### config.mk
export PLATFORM = sky130hd
export DESIGN_NAME = mole_round_scheduler
export DESIGN_NICKNAME = d
export VERILOG_FILES = /design/src/rtl/mole_round_scheduler.sv
export SDC_FILE = /design/constraint.sdc
export NUM_CORES = 1
export LEC_CHECK = 0
export BUFFER_PORTS_ARGS = -buffer_cell sky130_fd_sc_hd__clkbuf_2
export CORE_MARGIN = 2
export CORE_UTILIZATION = 45
export CTS_BUF_LIST = sky130_fd_sc_hd__clkbuf_4 sky130_fd_sc_hd__clkbuf_8
export DETAILED_ROUTE_END_ITERATION = 8
export MAX_ROUTING_LAYER = met4
export SLEW_MARGIN = 20
export SYNTH_ARGS = -nofsm -noshare
export SYNTH_HDL_FRONTEND = slang
export SYNTH_SLANG_ARGS = --single-unit
### constraint.sdc
create_clock -name clk -period 5.1 [get_ports clk]
set_clock_uncertainty 0.05 [all_clocks]
set_input_delay 0.255 -clock clk [delete_from_list [all_inputs] [get_ports clk]]
set_output_delay 0.255 -clock clk [all_outputs]
set_load 0.005 [all_outputs]
### src/rtl/mole_round_scheduler.sv
// Whack-a-mole round sequencer: gap timing, hole selection, hit window, scoring and VGA draw handshake.
// Optional build macro: MOLE_WRONG_HIT_PENALTY_EN (a pulse on a non-active hole during UP counts as a miss).
module mole_round_scheduler #(
  parameter int          MOLE_UP_TICKS = 750,
  parameter int          GAP_TICKS     = 250,
  parameter int          ROUND_MOLES   = 30,
  parameter logic [7:0]  LFSR_SEED     = 8'hA5
) (
  input  logic       clk,
  input  logic       Reset,
  input  logic       tick,
  input  logic       start,
  input  logic [3:0] hit,
  input  logic       draw_ack,
  output logic       draw_req,
  output logic [1:0] draw_pos,
  output logic       draw_show,
  output logic [3:0] mole_up,
  output logic [7:0] score,
  output logic [7:0] misses,
  output logic [7:0] moles_left,
  output logic       busy,
  output logic       done
);

  localparam int CNT_MAX = (MOLE_UP_TICKS > GAP_TICKS) ? MOLE_UP_TICKS : GAP_TICKS;
  localparam int CNT_W   = $clog2(CNT_MAX + 1);

  localparam logic [CNT_W-1:0] UP_LOAD    = CNT_W'(MOLE_UP_TICKS);
  localparam logic [CNT_W-1:0] GAP_LOAD   = CNT_W'(GAP_TICKS);
  localparam logic [CNT_W-1:0] CNT_LAST   = CNT_W'(1);
  localparam logic [7:0]       ROUND_LOAD = 8'(ROUND_MOLES);

  typedef enum logic [2:0] {
    ST_IDLE,
    ST_GAP,
    ST_SHOW,
    ST_UP,
    ST_HIDE,
    ST_DONE
  } state_t;

  state_t           state_reg;
  logic [CNT_W-1:0] cnt_reg;
  logic [7:0]       lfsr_reg;
  logic [1:0]       prev_hole_reg;

  logic             lfsr_fb;
  logic [1:0]       pick_raw;
  logic [1:0]       pick_pos;
  logic [3:0]       pos_onehot;
  logic             hit_active;
  logic             cnt_is_last;
  logic             miss_expire;
  logic             miss_wrong;
  logic [8:0]       misses_sum;
  logic [7:0]       misses_sat;
  logic [7:0]       score_sat;

  // Fibonacci LFSR, x^8 + x^6 + x^5 + x^4 + 1
  assign lfsr_fb  = lfsr_reg[7] ^ lfsr_reg[5] ^ lfsr_reg[4] ^ lfsr_reg[3];
  assign pick_raw = lfsr_reg[1:0];
  // Never reuse the hole of the mole that just left
  assign pick_pos = (pick_raw == prev_hole_reg) ? pick_raw + 2'd1 : pick_raw;

  generate
    for (genvar gi = 0; gi < 4; gi++) begin : g_hole
      assign pos_onehot[gi] = (draw_pos == 2'(gi));
    end
  endgenerate

  assign hit_active  = |(hit & pos_onehot);
  assign cnt_is_last = (cnt_reg == CNT_LAST);
  assign miss_expire = (state_reg == ST_UP) && !hit_active && tick && cnt_is_last;

`ifdef MOLE_WRONG_HIT_PENALTY_EN
  logic hit_wrong;
  assign hit_wrong  = |(hit & ~pos_onehot);
  assign miss_wrong = (state_reg == ST_UP) && hit_wrong;
`else
  assign miss_wrong = 1'b0;
`endif

  assign misses_sum = {1'b0, misses} + {8'd0, miss_expire} + {8'd0, miss_wrong};
  assign misses_sat = misses_sum[8] ? 8'hFF : misses_sum[7:0];
  assign score_sat  = (score == 8'hFF) ? score : score + 8'd1;

  always_ff @(posedge clk or posedge Reset) begin
    if (Reset) begin
      state_reg     <= ST_IDLE;
      cnt_reg       <= '0;
      lfsr_reg      <= LFSR_SEED;
      prev_hole_reg <= '0;
      draw_req      <= 1'b0;
      draw_pos      <= '0;
      draw_show     <= 1'b0;
      mole_up       <= '0;
      score         <= '0;
      misses        <= '0;
      moles_left    <= '0;
      busy          <= 1'b0;
      done          <= 1'b0;
    end else begin
      lfsr_reg <= {lfsr_reg[6:0], lfsr_fb};

      case (state_reg)
        ST_IDLE, ST_DONE: begin
          if (start) begin
            score      <= '0;
            misses     <= '0;
            moles_left <= ROUND_LOAD;
            cnt_reg    <= GAP_LOAD;
            draw_pos   <= '0;
            draw_show  <= 1'b0;
            draw_req   <= 1'b0;
            mole_up    <= '0;
            busy       <= 1'b1;
            done       <= 1'b0;
            state_reg  <= ST_GAP;
          end
        end

        ST_GAP: begin
          if (tick) begin
            if (cnt_is_last) begin
              draw_pos      <= pick_pos;
              prev_hole_reg <= pick_pos;
              draw_show     <= 1'b1;
              draw_req      <= 1'b1;
              state_reg     <= ST_SHOW;
            end else begin
              cnt_reg <= cnt_reg - CNT_LAST;
            end
          end
        end

        ST_SHOW: begin
          // Ticks are frozen here so the VGA path can stall without eating mole time
          if (draw_ack) begin
            draw_req  <= 1'b0;
            mole_up   <= pos_onehot;
            cnt_reg   <= UP_LOAD;
            state_reg <= ST_UP;
          end
        end

        ST_UP: begin
          misses <= misses_sat;
          if (hit_active || (tick && cnt_is_last)) begin
            if (hit_active) begin
              score <= score_sat;
            end
            mole_up   <= '0;
            draw_show <= 1'b0;
            draw_req  <= 1'b1;
            state_reg <= ST_HIDE;
          end else if (tick) begin
            cnt_reg <= cnt_reg - CNT_LAST;
          end
        end

        ST_HIDE: begin
          if (draw_ack) begin
            draw_req   <= 1'b0;
            moles_left <= moles_left - 8'd1;
            if (moles_left == 8'd1) begin
              busy      <= 1'b0;
              done      <= 1'b1;
              state_reg <= ST_DONE;
            end else begin
              cnt_reg   <= GAP_LOAD;
              state_reg <= ST_GAP;
            end
          end
        end

        default: begin
          state_reg <= ST_IDLE;
        end
      endcase
    end
  end

endmodule

==> summary.md <==
| Metric | Value |
|---|---|
| Switching fraction of total power | `28.5%` |
| Slew HR | `51.4%` |
| Critical Path AT | `3.39 ns` |
| Post-CTS sizing | `0` |
| Primary FF master, synth | `dfrtp_1` |
| Crit-path max FO | `19` |
| Setup TNS | `0 ns` |
| Routability cong. | `0.796` |
| Top cell type's share of synthesized area | `41.2%` |
| CP bufs+invs | `0` |
| Min Clock Period, post-route | `3.18 ns` |
| Clock share of power | `36.3%` |
| Met2 WL post-DR | `3.13 mm` |
| Final Hold Fails | `0` |
| Largest cells by area after synthesis | `dfrtp_1 (41%), nand2_1 (3.7%), dfstp_2 (3.3%), nor2_1 (3.3%), o21ai_0 (3.3%)` |
| Pwr Total | `1.18 mW` |
| CP Cell Sequence | `nand3b_2 -> or2_1 -> nor2_1 -> ha_1 -> ha_1 -> and3_1 -> and3_1 -> and3_1 -> a21oi_1 -> o21ai_0` |
| Number of synthesized flops with an enable pin | `0` |
| Worst R2R Path Depth | `10` |
| Initial Util | `46.8%` |
| Sequential Power Share | `48.1%` |
| Max Clk Rate | `314 MHz` |
| Synth area leader | `dfrtp_1` |
| CP startpoint kind | `flip-flop` |
| First-pass GRT wire length | `11.3 mm` |
| Int Power | `0.841 mW` |
| Setup slack, reg-to-reg | `1.92 ns` |
| Synth warnings | `0` |
| Req. time, crit path | `5.30 ns` |
| Slew Viols, Final | `0` |
| Crit path kind | `flip-flop to flip-flop` |
| Top-count cell post-synth | `dfrtp_1` |
| Worst-skew pair later-pin latency | `0.34 ns` |
| Die X | `88.6 microns` |
| Syn_nets | `349` |
| Peak supply drop | `148 uV` |
| Post-Synthesis Cells | `333` |
| GR Util All Layers | `19.2%` |
| Postcts setup bufs | `0` |
| Starting DRC count in detailed routing | `146` |
| Status | `complete, no violations` |
| Hold crit path type | `input pin to async pin` |
| Total CTS buffers | `9` |
| Number of port buffers | `42` |
| DR top layer | `met4` |
| Detailed Routing Iterations Pass 1 | `4` |
| Top cell by count, worst path | `and3_1` |
| Root Buffer | `clkbuf_8` |
| Full die area | `7840 sq um` |
| Post-Route WL | `6.85 mm` |
| Final net count | `389` |
| Ys async rst share | `100%` |
| DR WL/cell | `14.5 microns` |
| Area delta synth->final | `14.1%` |
| Antenna violations before repair | `0` |
| Logic depth of the worst setup path including buffers | `10` |
| Comb pwr share | `15.6%` |
| Clock tree from TritonCTS | `built` |
| DR vias/cell | `5.51` |
| Syn avg cell area | `9.66 sq um` |
| Clock transition at path regs | `0.07 ns` |
| CTS max path bufs | `2` |
| Core area | `6870 sq um` |
| Max-Cap Viols | `0` |
| RSZ-0062 raised after global routing | `no` |
| Critical path endpoint category | `flip-flop` |
| Number of global-route vias before repair | `2261` |
| Layout cells sized above 1 | `22.8%` |
| Total gr overflow | `0` |
| Leak | `1.75 nW` |
| Pwr/cell area | `320 nW/um^2` |
| Number of synthesized register bits | `57` |
| Final non-filler cell total | `474` |
| Largest net degree at the start of global routing | `58` |
| I/O pin count | `43` |
| Cell Count Post-Placement | `458` |
| Dpl hpwl | `4.85 mm` |
| Fin crit share | `62.4%` |
| Largest register FFs | `10` |
| Worst stage delay on the critical path | `0.77 ns` |
| Part of the Yosys area used for sequential elements | `44.5%` |
| Via Count | `2613` |
| Hold Buf Count CTS | `0` |
| Die Ht | `88.6 microns` |
| Post-Syn Area | `3220 sq um` |
| CP top delay family | `simple AND/OR/NAND/NOR gates` |
| Switch Pwr | `0.335 mW` |
| Htree depth | `3` |
| Slowest stage cell, crit path | `dfrtp_1` |
| Post-DRT Antenna Nets | `0` |
| Slew @ Worst Pin | `0.729 ns` |
| Clock Sinks | `57` |
| DR WL met3 | `275 microns` |
| Cell Rows | `30` |
| DRC viols | `0` |
| Antenna cells | `0` |
| Setup violators final | `0` |
| Wl on met1 | `3.35 mm` |
| Synth top cells by count | `dfrtp_1 (53), nand2_1 (32), nor2_1 (28), o21ai_0 (21), a21oi_1 (17)` |
| Unique masters post-synth | `67` |
==> through the flow <==
step	hold slack (ns)	setup slack [ns]	util, %	cell area [sq um]
finish	0.0414	1.92	53.4	3670
floorplan	0.283	2.46	-	3220
global placement	0.284	2.07	50.6	3470
CTS	0.0713	1.95	53.4	3670
global route	0.105	1.66	53.4	3670
detailed placement	0.293	1.94	50.6	3470
==> worst reg2reg max path, cell delays in order, from the launching register on <==
cell and delay [ns]:
dfrtp_1 0.77, nand3b_2 0.50, or2_1 0.39, nor2_1 0.10, ha_1 0.17, ha_1 0.18
and3_1 0.20, and3_1 0.22, and3_1 0.30, a21oi_1 0.06, o21ai_0 0.15
==> cell type report <==
cell class | count | area, sq um
fillers | 643 | 3200
clock inverters | 4 | 45.0
inverters | 15 | 56.3
clock buffers | 12 | 153
repair buffers | 43 | 218
multi-input cells | 247 | 1650
flip-flops and latches | 57 | 1430
well taps | 96 | 120
==> cell families after synthesis <==
logic type | Yosys count | synth area share, %
adders and majority gates | 7 | 2.72
muxes | 7 | 2.92
and+or+nand+nor | 137 | 23.2
buffers and inverters | 29 | 4.32
xor gates and xnor gates | 11 | 2.99
DFF | 57 | 44.5
AOI/OAI and AO/OA | 85 | 19.4
==> power by group through the flow <==
stage | Sequential (mW) | Combinational, mW | Clock [mW]
floorplan | 0.562 | 0.125 | 0
global placement | 0.572 | 0.182 | 0
detailed placement | 0.573 | 0.185 | 0
CTS | 0.565 | 0.186 | 0.439
global route | 0.576 | 0.207 | 0.463
finish | 0.566 | 0.183 | 0.427
==> metal layers <==
metal | GRT usage (%) | vias to the layer above
met5 | - | -
met4 | 7.44 | 0
met3 | 3.64 | 9
met2 | 28.4 | 60
met1 | 26.2 | 1252
li1 | - | 1292
==> layout by cell type (no fill, tap or decap), types with 2 or more instances in the layout <==
master / netlist / layout
xnor2_1: 3 / 3
nor2_1: 28 / 28
dfstp_2: 4 / 4
o31ai_1: 2 / 2
a21o_1: 6 / 6
clkinv_2: 0 / 3
nand2_1: 32 / 32
nand2b_1: 7 / 7
clkbuf_2: 0 / 42
nand4b_1: 2 / 2
a31oi_1: 2 / 2
a21oi_1: 17 / 17
and2_1: 3 / 3
mux2_2: 5 / 5
dfrtp_1: 53 / 53
nand3_1: 12 / 12
nor2b_1: 4 / 4
a41oi_1: 2 / 2
o21ai_0: 21 / 21
o21ai_2: 2 / 2
clkbuf_8: 0 / 10
o21a_1: 4 / 4
ha_1: 7 / 7
inv_1: 15 / 14
clkbuf_4: 0 / 2
o211ai_1: 6 / 6
or3_1: 5 / 5
or4_1: 7 / 7
o21bai_1: 2 / 2
nand4_1: 5 / 5
xor2_1: 8 / 8
and3_1: 10 / 10
nor3_1: 7 / 7
nor4_1: 5 / 5
==> path summary, 6_finish.rpt <==
path,from,to
setup / recovery,state_reg[1],misses[3]
hold / removal,Reset,lfsr_reg[1]
setup reg to reg,state_reg[1],misses[3]
hold reg to reg,lfsr_reg[6],lfsr_reg[7]
max in group asynchronous,Reset,cnt_reg[8]
min in group clk,draw_ack,moles_left[0]
(Power assumes the default switching activity.)
